==> config.mk <==
export PLATFORM = sky130hd
export DESIGN_NAME = hazard_ctrl_flat
export DESIGN_NICKNAME = d
export VERILOG_FILES = /design/src/rtl/hazard_ctrl_if.sv /design/src/rtl/hazard_ctrl.sv /design/src/flat_wrapper.sv
export SDC_FILE = /design/constraint.sdc
export NUM_CORES = 1
export LEC_CHECK = 0
export CAP_MARGIN = 10
export CORE_AREA = 2 2 90 92
export CTS_CLUSTER_SIZE = 30
export DETAILED_ROUTE_END_ITERATION = 16
export DIE_AREA = 0 0 92 94
export PLACE_DENSITY = 0.79
export SLEW_MARGIN = 20
export SYNTH_ARGS = -nofsm -noshare
export SYNTH_HDL_FRONTEND = slang
export SYNTH_SLANG_ARGS = --single-unit
export TNS_END_PERCENT = 50
==> constraint.sdc <==
create_clock -name clk -period 3.2 [get_ports clk]
set_input_delay 0.32 -clock clk [delete_from_list [all_inputs] [get_ports clk]]
set_output_delay 0.32 -clock clk [all_outputs]
set_load 0.05 [all_outputs]
==> src/rtl/hazard_ctrl_if.sv <==
// hazard_ctrl_if
// Bundles every pipeline-facing signal of the hazard/control unit.
//   master : pipeline side. Drives the decode/execute/forwarding/redirect/halt/irq
//            inputs and receives the forwarded operands and the control strobes.
//   slave  : hazard_ctrl side, the mirror image of master.
// Signal groups:
//   dec_*          source indices and use flags of the instruction in DEC
//   ex_*           destination, load flag, source indices and D/X operand values in EX
//   fwd_*          per-stage forwarding candidates, packed with stage i at [i*W +: W]
//   br_taken, halt_req, irq
//                  redirect, halt and interrupt requests
//   ex_a_out, ex_b_out
//                  forwarded operands delivered to the ALU
//   stall_fd, bubble_dx, flush_fd, flush_dx, irq_ack, halted
//                  pipeline control strobes and status
interface hazard_ctrl_if #(
  parameter int DATA_W  = 32,
  parameter int REG_AW  = 3,
  parameter int NUM_FWD = 2
);
  logic [REG_AW-1:0]         dec_rs_a;
  logic [REG_AW-1:0]         dec_rs_b;
  logic                      dec_use_a;
  logic                      dec_use_b;
  logic [REG_AW-1:0]         ex_rd;
  logic                      ex_mem_read;
  logic [REG_AW-1:0]         ex_rs_a;
  logic [REG_AW-1:0]         ex_rs_b;
  logic [DATA_W-1:0]         ex_a_in;
  logic [DATA_W-1:0]         ex_b_in;
  logic [NUM_FWD*REG_AW-1:0] fwd_rd;
  logic [NUM_FWD-1:0]        fwd_wr_en;
  logic [NUM_FWD-1:0]        fwd_valid;
  logic [NUM_FWD*DATA_W-1:0] fwd_data;
  logic                      br_taken;
  logic                      halt_req;
  logic                      irq;
  logic [DATA_W-1:0]         ex_a_out;
  logic [DATA_W-1:0]         ex_b_out;
  logic                      stall_fd;
  logic                      bubble_dx;
  logic                      flush_fd;
  logic                      flush_dx;
  logic                      irq_ack;
  logic                      halted;

  modport master (
    output dec_rs_a, dec_rs_b, dec_use_a, dec_use_b,
    output ex_rd, ex_mem_read, ex_rs_a, ex_rs_b, ex_a_in, ex_b_in,
    output fwd_rd, fwd_wr_en, fwd_valid, fwd_data,
    output br_taken, halt_req, irq,
    input  ex_a_out, ex_b_out,
    input  stall_fd, bubble_dx, flush_fd, flush_dx, irq_ack, halted
  );

  modport slave (
    input  dec_rs_a, dec_rs_b, dec_use_a, dec_use_b,
    input  ex_rd, ex_mem_read, ex_rs_a, ex_rs_b, ex_a_in, ex_b_in,
    input  fwd_rd, fwd_wr_en, fwd_valid, fwd_data,
    input  br_taken, halt_req, irq,
    output ex_a_out, ex_b_out,
    output stall_fd, bubble_dx, flush_fd, flush_dx, irq_ack, halted
  );
endinterface

==> src/rtl/hazard_ctrl.sv <==
// hazard_ctrl
// Hazard and control unit for the 5-stage core. It handles the following:
//   - operand forwarding from NUM_FWD later stages into EX, where stage 0 is the nearest;
//   - load-use stalls that last LD_LAT cycles;
//   - F/D and D/X flushes on a branch or jump;
//   - interrupt entry on an edge, acknowledged with a one-cycle irq_ack;
//   - a halt drain of DRAIN_CYC cycles, followed by a sticky HALTED state.
// Ports:
//   clk  : rising-edge clock
//   rst  : synchronous, active-high reset
//   bus  : hazard_ctrl_if.slave (pipeline-facing signals, see the interface header)
// All control outputs are combinational decodes of the current state and inputs.
module hazard_ctrl #(
  parameter int DATA_W    = 32,
  parameter int REG_AW    = 3,
  parameter int NUM_FWD   = 2,
  parameter int LD_LAT    = 1,
  parameter int DRAIN_CYC = 3
) (
  input logic          clk,
  input logic          rst,
  hazard_ctrl_if.slave bus
);

  typedef enum logic [1:0] {RUN, LDSTALL, DRAIN, HALTED} state_t;

  // The counter holds the number of further cycles left in LDSTALL/DRAIN after the current one.
  localparam logic [3:0] LD_CNT    = (LD_LAT > 1) ? 4'(LD_LAT - 2) : 4'd0;
  localparam logic [3:0] DRAIN_CNT = 4'(DRAIN_CYC - 1);

  state_t     state;
  state_t     next_state;
  logic [3:0] cnt;
  logic [3:0] next_cnt;
  logic       irq_sync;
  logic       irq_sync_q;
  logic       irq_pend;
  logic       load_use;
  logic       stall;
  logic       bubble;
  logic       fl_fd;
  logic       fl_dx;
  logic       ack;
  logic       halt_st;

  // Forwarding. The loop walks from the oldest stage to the nearest stage, so the
  // lowest-index match is written last and wins. A load result that is not yet
  // final is skipped.
  always_comb begin
    bus.ex_a_out = bus.ex_a_in;
    bus.ex_b_out = bus.ex_b_in;
    for (int i = NUM_FWD - 1; i >= 0; i--) begin
      if (bus.fwd_wr_en[i] && bus.fwd_valid[i] &&
          bus.fwd_rd[i*REG_AW +: REG_AW] == bus.ex_rs_a)
        bus.ex_a_out = bus.fwd_data[i*DATA_W +: DATA_W];
      if (bus.fwd_wr_en[i] && bus.fwd_valid[i] &&
          bus.fwd_rd[i*REG_AW +: REG_AW] == bus.ex_rs_b)
        bus.ex_b_out = bus.fwd_data[i*DATA_W +: DATA_W];
    end
  end

  assign load_use = bus.ex_mem_read &
                    ((bus.dec_use_a & (bus.ex_rd == bus.dec_rs_a)) |
                     (bus.dec_use_b & (bus.ex_rd == bus.dec_rs_b)));

  // Control decode and next state. Only one event is honoured per cycle, in the
  // order halt, branch, load-use, interrupt.
  always_comb begin
    next_state = state;
    next_cnt   = cnt;
    stall      = 1'b0;
    bubble     = 1'b0;
    fl_fd      = 1'b0;
    fl_dx      = 1'b0;
    ack        = 1'b0;
    halt_st    = 1'b0;
    if (rst) begin
      fl_fd = 1'b1;
      fl_dx = 1'b1;
    end else begin
      case (state)
        RUN, LDSTALL: begin
          if (bus.halt_req) begin
            fl_fd      = 1'b1;
            fl_dx      = 1'b1;
            next_state = DRAIN;
            next_cnt   = DRAIN_CNT;
          end else if (bus.br_taken) begin
            fl_fd      = 1'b1;
            fl_dx      = 1'b1;
            next_state = RUN;
          end else if (state == LDSTALL) begin
            stall    = 1'b1;
            bubble   = 1'b1;
            next_cnt = cnt - 4'd1;
            if (cnt == 4'd0)
              next_state = RUN;
          end else if (load_use) begin
            stall  = 1'b1;
            bubble = 1'b1;
            if (LD_LAT > 1) begin
              next_state = LDSTALL;
              next_cnt   = LD_CNT;
            end
          end else if (irq_pend) begin
            ack   = 1'b1;
            fl_fd = 1'b1;
          end
        end
        DRAIN: begin
          fl_fd    = 1'b1;
          fl_dx    = 1'b1;
          stall    = 1'b1;
          next_cnt = cnt - 4'd1;
          if (cnt == 4'd0)
            next_state = HALTED;
        end
        default: begin
          halt_st = 1'b1;
          stall   = 1'b1;
          fl_fd   = 1'b1;
          fl_dx   = 1'b1;
        end
      endcase
    end
  end

  assign bus.stall_fd  = stall;
  assign bus.bubble_dx = bubble;
  assign bus.flush_fd  = fl_fd;
  assign bus.flush_dx  = fl_dx;
  assign bus.irq_ack   = ack;
  assign bus.halted    = halt_st;

  // State register and interrupt edge capture. An edge is taken from irq_sync
  // rising, and it is dropped once the core has begun to drain. A new edge that
  // arrives in the same cycle as an ack leaves the interrupt pending.
  always_ff @(posedge clk) begin
    if (rst) begin
      state      <= RUN;
      cnt        <= 4'd0;
      irq_sync   <= 1'b0;
      irq_sync_q <= 1'b0;
      irq_pend   <= 1'b0;
    end else begin
      state      <= next_state;
      cnt        <= next_cnt;
      irq_sync   <= bus.irq;
      irq_sync_q <= irq_sync;
      irq_pend   <= (irq_sync & ~irq_sync_q & ((state == RUN) | (state == LDSTALL))) |
                    (irq_pend & ~ack);
    end
  end

endmodule

==> src/flat_wrapper.sv <==
// flat-port wrapper written by rule: the top's interface ports become plain ports
module hazard_ctrl_flat 
#(
  parameter int DATA_W    = 32,
  parameter int REG_AW    = 3,
  parameter int NUM_FWD   = 2,
  parameter int LD_LAT    = 1,
  parameter int DRAIN_CYC = 3
)
  (clk, rst, bus_dec_rs_a, bus_dec_rs_b, bus_dec_use_a, bus_dec_use_b, bus_ex_rd, bus_ex_mem_read, bus_ex_rs_a, bus_ex_rs_b, bus_ex_a_in, bus_ex_b_in, bus_fwd_rd, bus_fwd_wr_en, bus_fwd_valid, bus_fwd_data, bus_br_taken, bus_halt_req, bus_irq, bus_ex_a_out, bus_ex_b_out, bus_stall_fd, bus_bubble_dx, bus_flush_fd, bus_flush_dx, bus_irq_ack, bus_halted);
  hazard_ctrl_if #(.DATA_W(DATA_W), .REG_AW(REG_AW), .NUM_FWD(NUM_FWD)) bus_i ();
  input logic clk;
  input logic rst;
  input wire logic [$bits(bus_i.dec_rs_a)-1:0] bus_dec_rs_a;
  input wire logic [$bits(bus_i.dec_rs_b)-1:0] bus_dec_rs_b;
  input wire logic [$bits(bus_i.dec_use_a)-1:0] bus_dec_use_a;
  input wire logic [$bits(bus_i.dec_use_b)-1:0] bus_dec_use_b;
  input wire logic [$bits(bus_i.ex_rd)-1:0] bus_ex_rd;
  input wire logic [$bits(bus_i.ex_mem_read)-1:0] bus_ex_mem_read;
  input wire logic [$bits(bus_i.ex_rs_a)-1:0] bus_ex_rs_a;
  input wire logic [$bits(bus_i.ex_rs_b)-1:0] bus_ex_rs_b;
  input wire logic [$bits(bus_i.ex_a_in)-1:0] bus_ex_a_in;
  input wire logic [$bits(bus_i.ex_b_in)-1:0] bus_ex_b_in;
  input wire logic [$bits(bus_i.fwd_rd)-1:0] bus_fwd_rd;
  input wire logic [$bits(bus_i.fwd_wr_en)-1:0] bus_fwd_wr_en;
  input wire logic [$bits(bus_i.fwd_valid)-1:0] bus_fwd_valid;
  input wire logic [$bits(bus_i.fwd_data)-1:0] bus_fwd_data;
  input wire logic [$bits(bus_i.br_taken)-1:0] bus_br_taken;
  input wire logic [$bits(bus_i.halt_req)-1:0] bus_halt_req;
  input wire logic [$bits(bus_i.irq)-1:0] bus_irq;
  output wire logic [$bits(bus_i.ex_a_out)-1:0] bus_ex_a_out;
  output wire logic [$bits(bus_i.ex_b_out)-1:0] bus_ex_b_out;
  output wire logic [$bits(bus_i.stall_fd)-1:0] bus_stall_fd;
  output wire logic [$bits(bus_i.bubble_dx)-1:0] bus_bubble_dx;
  output wire logic [$bits(bus_i.flush_fd)-1:0] bus_flush_fd;
  output wire logic [$bits(bus_i.flush_dx)-1:0] bus_flush_dx;
  output wire logic [$bits(bus_i.irq_ack)-1:0] bus_irq_ack;
  output wire logic [$bits(bus_i.halted)-1:0] bus_halted;
  assign bus_i.dec_rs_a = bus_dec_rs_a;
  assign bus_i.dec_rs_b = bus_dec_rs_b;
  assign bus_i.dec_use_a = bus_dec_use_a;
  assign bus_i.dec_use_b = bus_dec_use_b;
  assign bus_i.ex_rd = bus_ex_rd;
  assign bus_i.ex_mem_read = bus_ex_mem_read;
  assign bus_i.ex_rs_a = bus_ex_rs_a;
  assign bus_i.ex_rs_b = bus_ex_rs_b;
  assign bus_i.ex_a_in = bus_ex_a_in;
  assign bus_i.ex_b_in = bus_ex_b_in;
  assign bus_i.fwd_rd = bus_fwd_rd;
  assign bus_i.fwd_wr_en = bus_fwd_wr_en;
  assign bus_i.fwd_valid = bus_fwd_valid;
  assign bus_i.fwd_data = bus_fwd_data;
  assign bus_i.br_taken = bus_br_taken;
  assign bus_i.halt_req = bus_halt_req;
  assign bus_i.irq = bus_irq;
  assign bus_ex_a_out = bus_i.ex_a_out;
  assign bus_ex_b_out = bus_i.ex_b_out;
  assign bus_stall_fd = bus_i.stall_fd;
  assign bus_bubble_dx = bus_i.bubble_dx;
  assign bus_flush_fd = bus_i.flush_fd;
  assign bus_flush_dx = bus_i.flush_dx;
  assign bus_irq_ack = bus_i.irq_ack;
  assign bus_halted = bus_i.halted;
  hazard_ctrl #(.DATA_W(DATA_W), .REG_AW(REG_AW), .NUM_FWD(NUM_FWD), .LD_LAT(LD_LAT), .DRAIN_CYC(DRAIN_CYC)) u_core (.clk(clk), .rst(rst), .bus(bus_i));
endmodule
# Word-level counts from Yosys, hierarchy flattened

Cells that the tools add are included.

Bits in registers: 9
Latch bits: 0
RAM bits: 0
ROM bits: 0
Word-level logic and storage cells: 82
Memories: 0

Add/sub/neg operators: 1
Multiply operators: 0
Div/mod/pow operators: 0
Magnitude comparators: 0
Eq/ne operators: 13
Shift operators: 0
Mux-type cells: 39
Bitwise logic cells: 11
Reduce and logical (&&, ||, !) cells: 13

Operators by type and width:

| cell                                                                | count |
|---|---|
| 32-bit 2-to-1 mux                                                   | 4 |
| 1-bit 2-to-1 mux                                                    | 25 |
| 3-bit == test                                                       | 6 |
| 4-bit 2-to-1 mux                                                    | 3 |
| 2-bit 2-to-1 mux                                                    | 5 |
| 4-bit by 3-bit != test with 1-bit output (second input constant)    | 2 |
| 4-bit one-hot mux with 2 select lines                               | 1 |
| 1-bit AND                                                           | 6 |
| 1-bit logical AND                                                   | 6 |
| 4-bit zero test                                                     | 1 |
| 2-bit one-hot mux with 2 select lines                               | 1 |
| 4-bit AND reduction                                                 | 1 |
| 4-bit by 1-bit subtractor with 4-bit output (second input constant) | 1 |
| 3-bit by 2-bit != test with 1-bit output (second input constant)    | 1 |
| 3-bit != test (second input constant)                               | 1 |
| 1-bit OR                                                            | 3 |
| 3-bit AND reduction                                                 | 1 |
| 3-bit OR reduction                                                  | 1 |
| 2-bit by 1-bit == test with 1-bit output (second input constant)    | 1 |
| 2-bit == test (second input constant)                               | 1 |
| 2-bit zero test                                                     | 1 |
| 2-bit by 1-bit != test with 1-bit output (second input constant)    | 1 |
| 1-bit inverter                                                      | 2 |
| 2-bit nonzero test                                                  | 1 |
| 2-bit OR reduction                                                  | 1 |

# Depth between registers and ports, before layout

Gate-level depths: netlist of the first run.

Depth in word-level cells: 13
Depth in mapped cells: 5
Depth with buffers taken out: 5

# Worst setup path after synthesis of the first run

No wires, ideal clock.

Kind: in2out
Start point: input bus_dec_rs_a[2]
End point: output bus_stall_fd
Arrival time: 1.998 ns
Data required time: 2.880 ns
Path slack: 0.882 ns
Cell stages on the path: 4
Path through: xor2_1 nor4b_1 o21ai_0 a211oi_1

Word-level cells in the longest chain between the ends: 10

Ends and longest elaborated chain:

| what               | RTL line           | source |
|---|---|---|
| start: declaration | flat_wrapper.sv:14 | `input wire logic [$bits(bus_i.dec_rs_a)-1:0] bus_dec_rs_a;` |
| 3-bit == test      | hazard_ctrl.sv:63  | `((bus.dec_use_a & (bus.ex_rd == bus.dec_rs_a)) \|` |
| 1-bit AND          | hazard_ctrl.sv:63  |  |
| 1-bit OR           | hazard_ctrl.sv:63  |  |
| 1-bit AND          | hazard_ctrl.sv:62  | `assign load_use = bus.ex_mem_read &` |
| 1-bit 2-to-1 mux   | hazard_ctrl.sv:98  | `end else if (load_use) begin` |
| 1-bit 2-to-1 mux   | hazard_ctrl.sv:92  | `end else if (state == LDSTALL) begin` |
| 1-bit 2-to-1 mux   | hazard_ctrl.sv:88  | `end else if (bus.br_taken) begin` |
| 1-bit 2-to-1 mux   | hazard_ctrl.sv:83  | `if (bus.halt_req) begin` |
| 1-bit 2-to-1 mux   | hazard_ctrl.sv:81  | `case (state)` |
| 1-bit 2-to-1 mux   | hazard_ctrl.sv:77  | `if (rst) begin` |
| end: declaration   | flat_wrapper.sv:33 | `output wire logic [$bits(bus_i.stall_fd)-1:0] bus_stall_fd;` |

No other way between the ends.

# Final worst setup path of the first run

Start point: input bus_ex_rd[1]
End point: output bus_flush_fd

Word-level cells in the longest chain between the ends: 10

Ends and longest elaborated chain:

| what                             | RTL line                             | source |
|---|---|---|
| start: declaration               | flat_wrapper.sv:18                   | `input wire logic [$bits(bus_i.ex_rd)-1:0] bus_ex_rd;` |
| 3-bit == test (on tied branches) | hazard_ctrl.sv:63, hazard_ctrl.sv:64 |  |
| 1-bit AND (on tied branches)     | hazard_ctrl.sv:63, hazard_ctrl.sv:64 |  |
| 1-bit OR (*)                     | hazard_ctrl.sv:63                    |  |
| 1-bit AND (*)                    | hazard_ctrl.sv:62                    |  |
| 1-bit 2-to-1 mux (*)             | hazard_ctrl.sv:98                    |  |
| 1-bit 2-to-1 mux (*)             | hazard_ctrl.sv:92                    |  |
| 1-bit 2-to-1 mux (*)             | hazard_ctrl.sv:88                    |  |
| 1-bit 2-to-1 mux (*)             | hazard_ctrl.sv:83                    |  |
| 1-bit 2-to-1 mux (*)             | hazard_ctrl.sv:81                    |  |
| 1-bit 2-to-1 mux (*)             | hazard_ctrl.sv:77                    |  |
| end: declaration                 | flat_wrapper.sv:35                   | `output wire logic [$bits(bus_i.flush_fd)-1:0] bus_flush_fd;` |

Every way passes the cells marked *; elsewhere a longest branch is shown, timed or not.

==> results of run 1 <==
==> through the flow <==
step	util [%]	setup WS, ns	cells
after floorplan	-	0.882	294
after global routing	67.8	0.241	618
after global placement	67.2	0.375	614
after detailed placement	67.2	0.307	614
after CTS	67.8	0.303	618
final	67.8	0.252	618
==> cells in the mapped netlist <==
| master | number |
|---|---|
| nor4b_1 | 1 |
| mux2i_1 | 64 |
| buf_6 | 6 |
| buf_4 | 1 |
| nor2_1 | 11 |
| or3_1 | 1 |
| o21ai_2 | 9 |
| nand2_1 | 71 |
| and4_1 | 2 |
| dfxtp_1 | 9 |
| ha_1 | 1 |
| a21oi_1 | 3 |
| o311ai_0 | 2 |
| nor3_1 | 4 |
| xor2_1 | 17 |
| nor4_1 | 1 |
| o31ai_1 | 1 |
| buf_2 | 2 |
| xnor2_1 | 3 |
| a221oi_1 | 1 |
| clkbuf_2 | 1 |
| a211oi_1 | 3 |
| a21o_1 | 1 |
| nor4_4 | 4 |
| clkbuf_1 | 10 |
| o21ai_0 | 1 |
| nor3b_1 | 2 |
| nor2b_1 | 4 |
| o21ai_1 | 55 |
| inv_1 | 3 |
==> power breakdown <==
part	internal [uW]	switching (uW)	leakage [uW]
logic	508	479	0.00174
clock network	86.5	42.1	0.0000228
registers	124	10.3	0.0000744
total	719	532	0.00184
==> layer usage <==
layer / GRT usage (%) / up-vias / part of all wire [%]
met5: 0 / - / 0
met4: 5.35 / 0 / 2.2
met3: 5.70 / 18 / 8.8
met2: 45.9 / 152 / 51
met1: 27.4 / 1373 / 38
li1: - / 1493 / -
==> cells in the final DEF (no fill, tap or decap), types with 4 or more instances in the layout <==
cell             instances
buf_12                  67
nor3_1                   4
nor2b_1                  4
buf_4                    6
nor4_4                   4
nand2_1                 71
nor2_1                  11
xor2_1                  17
clkdlybuf4s50_1        165
mux2i_1                 64
o21ai_2                  9
o21ai_1                 55
dfxtp_1                  9
==> worst max path at each step <==
| stage | cells after the start | endpoint | slack [ns] |
|---|---|---|---|
| after floorplan | 4 | bus_stall_fd | 0.88 |
| final | 6 | bus_flush_fd | 0.25 |
| after detailed placement | 6 | bus_flush_fd | 0.31 |
| after global placement | 6 | bus_flush_fd | 0.38 |
| after global routing | 6 | bus_flush_fd | 0.24 |
| after CTS | 6 | bus_flush_fd | 0.30 |
==> cell type report <==
class | instances | area (um2) | share of cell area (%)
Multi-Input combinational cell | 262 | 1760 | 34.1
Timing Repair Buffer | 238 | 3040 | 58.9
Inverter | 3 | 11.3 | 0.218
Tap cell | 102 | 128 | 2.47
Sequential cell | 9 | 180 | 3.49
Clock buffer | 4 | 45.0 | 0.873
==> sequential cells by signal, indices dropped and copies added (netlist names) <==
| register | flops |
|---|---|
| u_core.cnt | 4 |
| u_core.state | 2 |
| u_core.irq_sync_q | 1 |
| u_core.irq_pend | 1 |
| u_core.irq_sync | 1 |
==> cell families after synthesis <==
group | count (synthesis) | synth area share (%)
simple gates | 101 | 23.7
compound gates | 76 | 21.1
mux | 64 | 30.8
buf+inv | 23 | 6.69
xor+xnor | 20 | 8.43
flops | 9 | 8.67
fa+ha+maj | 1 | 0.602
==> results.cfg, run 1 <==
[run_status]
status = completed

[grt]
grt_max_degree = 47
grt_pass1_vias = 2965
grt_usage_pct = 24.2
overflow = 0
antenna_found_initial = 0
grt_pass1_wl_um = 16200

[synthesis]
yosysTopAreaCellShare_pct = 30.8
synth_fp_nets = 456
syn_area_per_cell_um2 = 7.06
synth_top_cell_by_area = mux2i_1
synthTopCellsByArea = mux2i_1, o21ai_1, nand2_1
ys_seq_elements = 9
ys_warn_count = 0
synth_cell_type_count = 30
syn_area_um2 = 2080
ys_seq_area_share_pct = 8.67
netlist_instances = 294

[placed_design]
dp_hpwl_um = 9510
postPlaceCellArea_um2 = 5110
io_buffers = 230
gp_congestion = 0.913

[setup_path]
crit_required_ns = 2.88
r2r_setup_slack_ns = 1.77
crit_path_frequent_cell = clkdlybuf4s50_1
crit_type = input pin to primary output
startpoint = bus_ex_rd[1]
r2r-end = u_core.irq_pend
cp.arrival_ns = 2.63
max_stage_delay_ns = 0.81
end_kind = primary output
cp-start-kind = input pin
worst-path-buf-inv = 2
r2r_start = u_core.state[1]
crit_slowest_cell = clkdlybuf4s50_1
cp_top_family = buffers and inverters
worstPathCellList = clkdlybuf4s50_1 > xnor2_1 > and4_1 > a221oi_1 > a21o_1 > clkdlybuf4s50_1
r2r_cells = 3
cp_max_fo = 4

[power]
p_per_area_nw_per_um2 = 242
p_total_uw = 1250
cellLeakagePower_uw = 0.00184
ir_drop_mv = 0.177

[min_path]
holdPathStages = 1
min_path_type = flip-flop to flip-flop
hold_end = u_core.irq_sync_q
hp-start = u_core.irq_sync

[route]
firstDrtPassIters = 7
drc = 0
drt-initial-drc-count = 106
drtAntennaViolNets = 0
wl_per_cell_um = 17.7
num_vias = 3036
wl_um = 11000
viasPerCell = 4.91

[cells_and_area]
fill_cells = 603
antennaDiodeCount = 0
drive_gt1_share_pct = 17.2
fin_area_um2 = 5160
area_growth_pct = 148
fin_nets = 679

[clock_tree]
clkTransAtPathRegs_ns = 0.04
htreeDepth = 1
cts_sinks = 9
holdBufCountCts = 0
post_cts_buffers = 0
post_cts_resized = 0
cts_buffer_depth = 2
root_buffer = clkbuf_8
worstSkewPairLatency_ns = 0.23
cts_tree = built
cts_made_buffers = 3

[sta]
setup_viol = 0
slew_headroom_pct = 63.6
timing.setup.tns_ns = 0
hold-worst-slack_ns = 0.464
rsz0062_at_grt = no
period_share_pct = 92.1
finalMaxSlewViolations = 0
max_slew.worst_pin.slew_ns = 0.543
timing.fmax_ghz = 0.339
hold_violations = 0
period_minus_slack_ns = 2.95
finalClockSkew_ns = 0.00267

[die]
core_um2 = 7610
rows = 32
start_util_pct = 27.3
die_w_um = 92
ios = 231
die_area_um2 = 8650
die_h_um = 94

[flow_run]
drv_cap = 0
(Power assumes the default switching activity.)
==> inputs of run 2 (changes only) <==
--- a/config.mk
+++ b/config.mk
@@ -10,8 +10,8 @@
 export CTS_CLUSTER_SIZE = 30
 export DETAILED_ROUTE_END_ITERATION = 16
 export DIE_AREA = 0 0 92 94
+export GPL_TIMING_DRIVEN = 0
 export PLACE_DENSITY = 0.79
-export SLEW_MARGIN = 20
 export SYNTH_ARGS = -nofsm -noshare
 export SYNTH_HDL_FRONTEND = slang
 export SYNTH_SLANG_ARGS = --single-unit
==> run 2 against run 1 <==
Net effect:
- clock-buffer cell count unchanged
- clock skew about the same
- flip-flop and latch count unchanged
- largest power group unchanged
- worst hold slack better by 0.0020 ns
- largest cell class unchanged
- worst setup slack worse by 0.16 ns
- critical path depth up 2
- critical path type unchanged
- register-to-register slack worse by 0.08 ns
==> results.cfg, run 2 (synthesis results as in run 1) <==
[sta]
rsz0062_at_grt = no
setup_viol = 0
timing.fmax_ghz = 0.321
period_share_pct = 97.2
finalMaxSlewViolations = 0
hold_violations = 0
slew_headroom_pct = 59.5
setup_slack_ns = 0.0887
period_minus_slack_ns = 3.11
max_slew.worst_pin.slew_ns = 0.607
finalClockSkew_ns = 0.00308

[setup_path]
cp.arrival_ns = 2.79
crit_slowest_cell = clkdlybuf4s50_1
cp_top_family = buffers and inverters
cp-start-kind = input pin
crit_required_ns = 2.88
r2r_cells = 4
max_stage_delay_ns = 0.86
r2r_setup_slack_ns = 1.69
r2r-end = u_core.irq_pend
worst-path-buf-inv = 4
cp_max_fo = 10
r2r_start = u_core.state[1]
startpoint = bus_ex_rs_b[1]
worstPathCellList = clkdlybuf4s50_1 > xor2_1 > nor4_4 > buf_4 > buf_4 > nand2_1 > o21ai_1 > clkdlybuf4s50_1
endpoint = bus_ex_b_out[31]
crit_type = input pin to primary output
path_depth = 8
end_kind = primary output

[grt]
overflow = 0
met2_usage_pct = 48.2
grt_pass1_wl_um = 17700
use_met1_pct = 29.4
antenna_found_initial = 3
top_usage_layer = met2
grt_usage_pct = 26.4
met3_usage_pct = 6.82
grt_pass1_vias = 3252
grt_max_degree = 11

[flow_run]
drv_cap = 0

[placed_design]
pre_cts_ws_ns = -0.293
postPlaceCellArea_um2 = 4510
io_buffers = 230
dp_hpwl_um = 10100
gp_congestion = 0.976
place_inst = 626

[cells_and_area]
final_cells = 641
largest_register_ffs = 4
largest-register = u_core.cnt
area_growth_pct = 126
reg.largest.list = u_core.cnt: 4 flops, u_core.state: 2 flops
fin_area_um2 = 4700
drive_gt1_share_pct = 7.28
layout_common_cells = clkdlybuf4s50_1, nand2_1, mux2i_1, o21ai_1, dlymetal6s2s_1
utilization_pct = 61.8
fin_nets = 699
final_common_cell = clkdlybuf4s50_1

[die]
die_area_um2 = 8650
ios = 231
die_h_um = 94
rows = 32
core_um2 = 7610
die_w_um = 92
start_util_pct = 27.3

[route]
wl_um = 12300
drtAntennaViolNets = 0
drt-initial-drc-count = 109
drc = 0
firstDrtPassIters = 4
wl_per_cell_um = 19.2
viasPerCell = 5.02
num_vias = 3217

[clock_tree]
worstSkewPairLatency_ns = 0.23
htreeDepth = 1
root_buffer = clkbuf_8
cts_tree = built
cts_made_buffers = 3
holdBufCountCts = 0
cts_buffer_depth = 2
cts_sinks = 9
clkTransAtPathRegs_ns = 0.04

[power]
p_per_area_nw_per_um2 = 230
cellLeakagePower_uw = 0.00188
ir_drop_mv = 0.200
p_total_uw = 1080

[min_path]
min_path_type = flip-flop to flip-flop

[run_status]
status = completed
==> run 2: changes by cell type in the layout (fill, tap and decap cells not counted) <==
cell	change
buf_12	-67
dlymetal6s2s_1	+33
clkdlybuf4s50_1	+28
buf_6	+6
clkbuf_2	+6
clkbuf_1	+5
dlygate4sd2_1	+4
buf_4	+3
diode_2	+3
buf_2	+2
==> run 2: what timing repair did <==
action	4_1_cts	5_1_grt
endpoints found under the hold margin	0	0
resized for setup	8	35
endpoints found under the setup margin	64	33
buffers inserted	8	0
pin swaps	2	0
==> run 2: metrics by stage <==
stage | TNS (ns) | hold WS, ns
3_3_place_gp | -12.47 | 0.452
2_1_floorplan | 0 | 0.392
4_1_cts | 0 | 0.467
6_report | 0 | 0.466
5_1_grt | 0 | 0.478
3_5_place_dp | -13.22 | 0.456
==> run 2: where the power goes <==
part | internal (uW) | switching (uW) | total [uW] | leakage, uW
Combinational | 369 | 449 | 818 | 0.00178
Clock | 86.8 | 45.0 | 132 | 0.0000228
Sequential | 124 | 8.89 | 133 | 0.0000744
Total | 580 | 502 | 1080 | 0.00188
==> run 2: area by class of cell <==
class	instances	area, um2
Fill cell	699	2900
Timing Repair Buffer	238	2440
Multi-Input combinational cell	262	1760
Sequential cell	9	180
Buffer	20	134
Tap cell	102	128
Clock buffer	4	45.0
Inverter	3	11.3
Antenna cell	3	7.51
==> run 2: worst register-to-register path, cell delays in order, from the launching register on <==
cell and delay [ns]:
dfxtp_1 0.35, clkbuf_1 0.34, inv_1 0.08, a221oi_1 0.47, a211oi_1 0.13
==> run 2: worst min path at each step <==
stage / startpoint / endpoint / slack, ns / cells past startpoint
2_1_floorplan: rst / u_core.irq_sync_q / 0.39 / 1
3_3_place_gp: u_core.irq_sync / u_core.irq_sync_q / 0.45 / 1
3_5_place_dp: u_core.irq_sync / u_core.irq_sync_q / 0.46 / 1
4_1_cts: u_core.irq_sync / u_core.irq_sync_q / 0.47 / 1
5_1_grt: u_core.irq_sync / u_core.irq_sync_q / 0.48 / 1
6_report: u_core.irq_sync / u_core.irq_sync_q / 0.47 / 1
==> run 2: layer usage <==
metal | up-vias | share of wire, %
li1 | 1540 | -
met1 | 1481 | 38
met2 | 167 | 49
met3 | 29 | 9.3
met4 | 0 | 3.9
met5 | - | 0
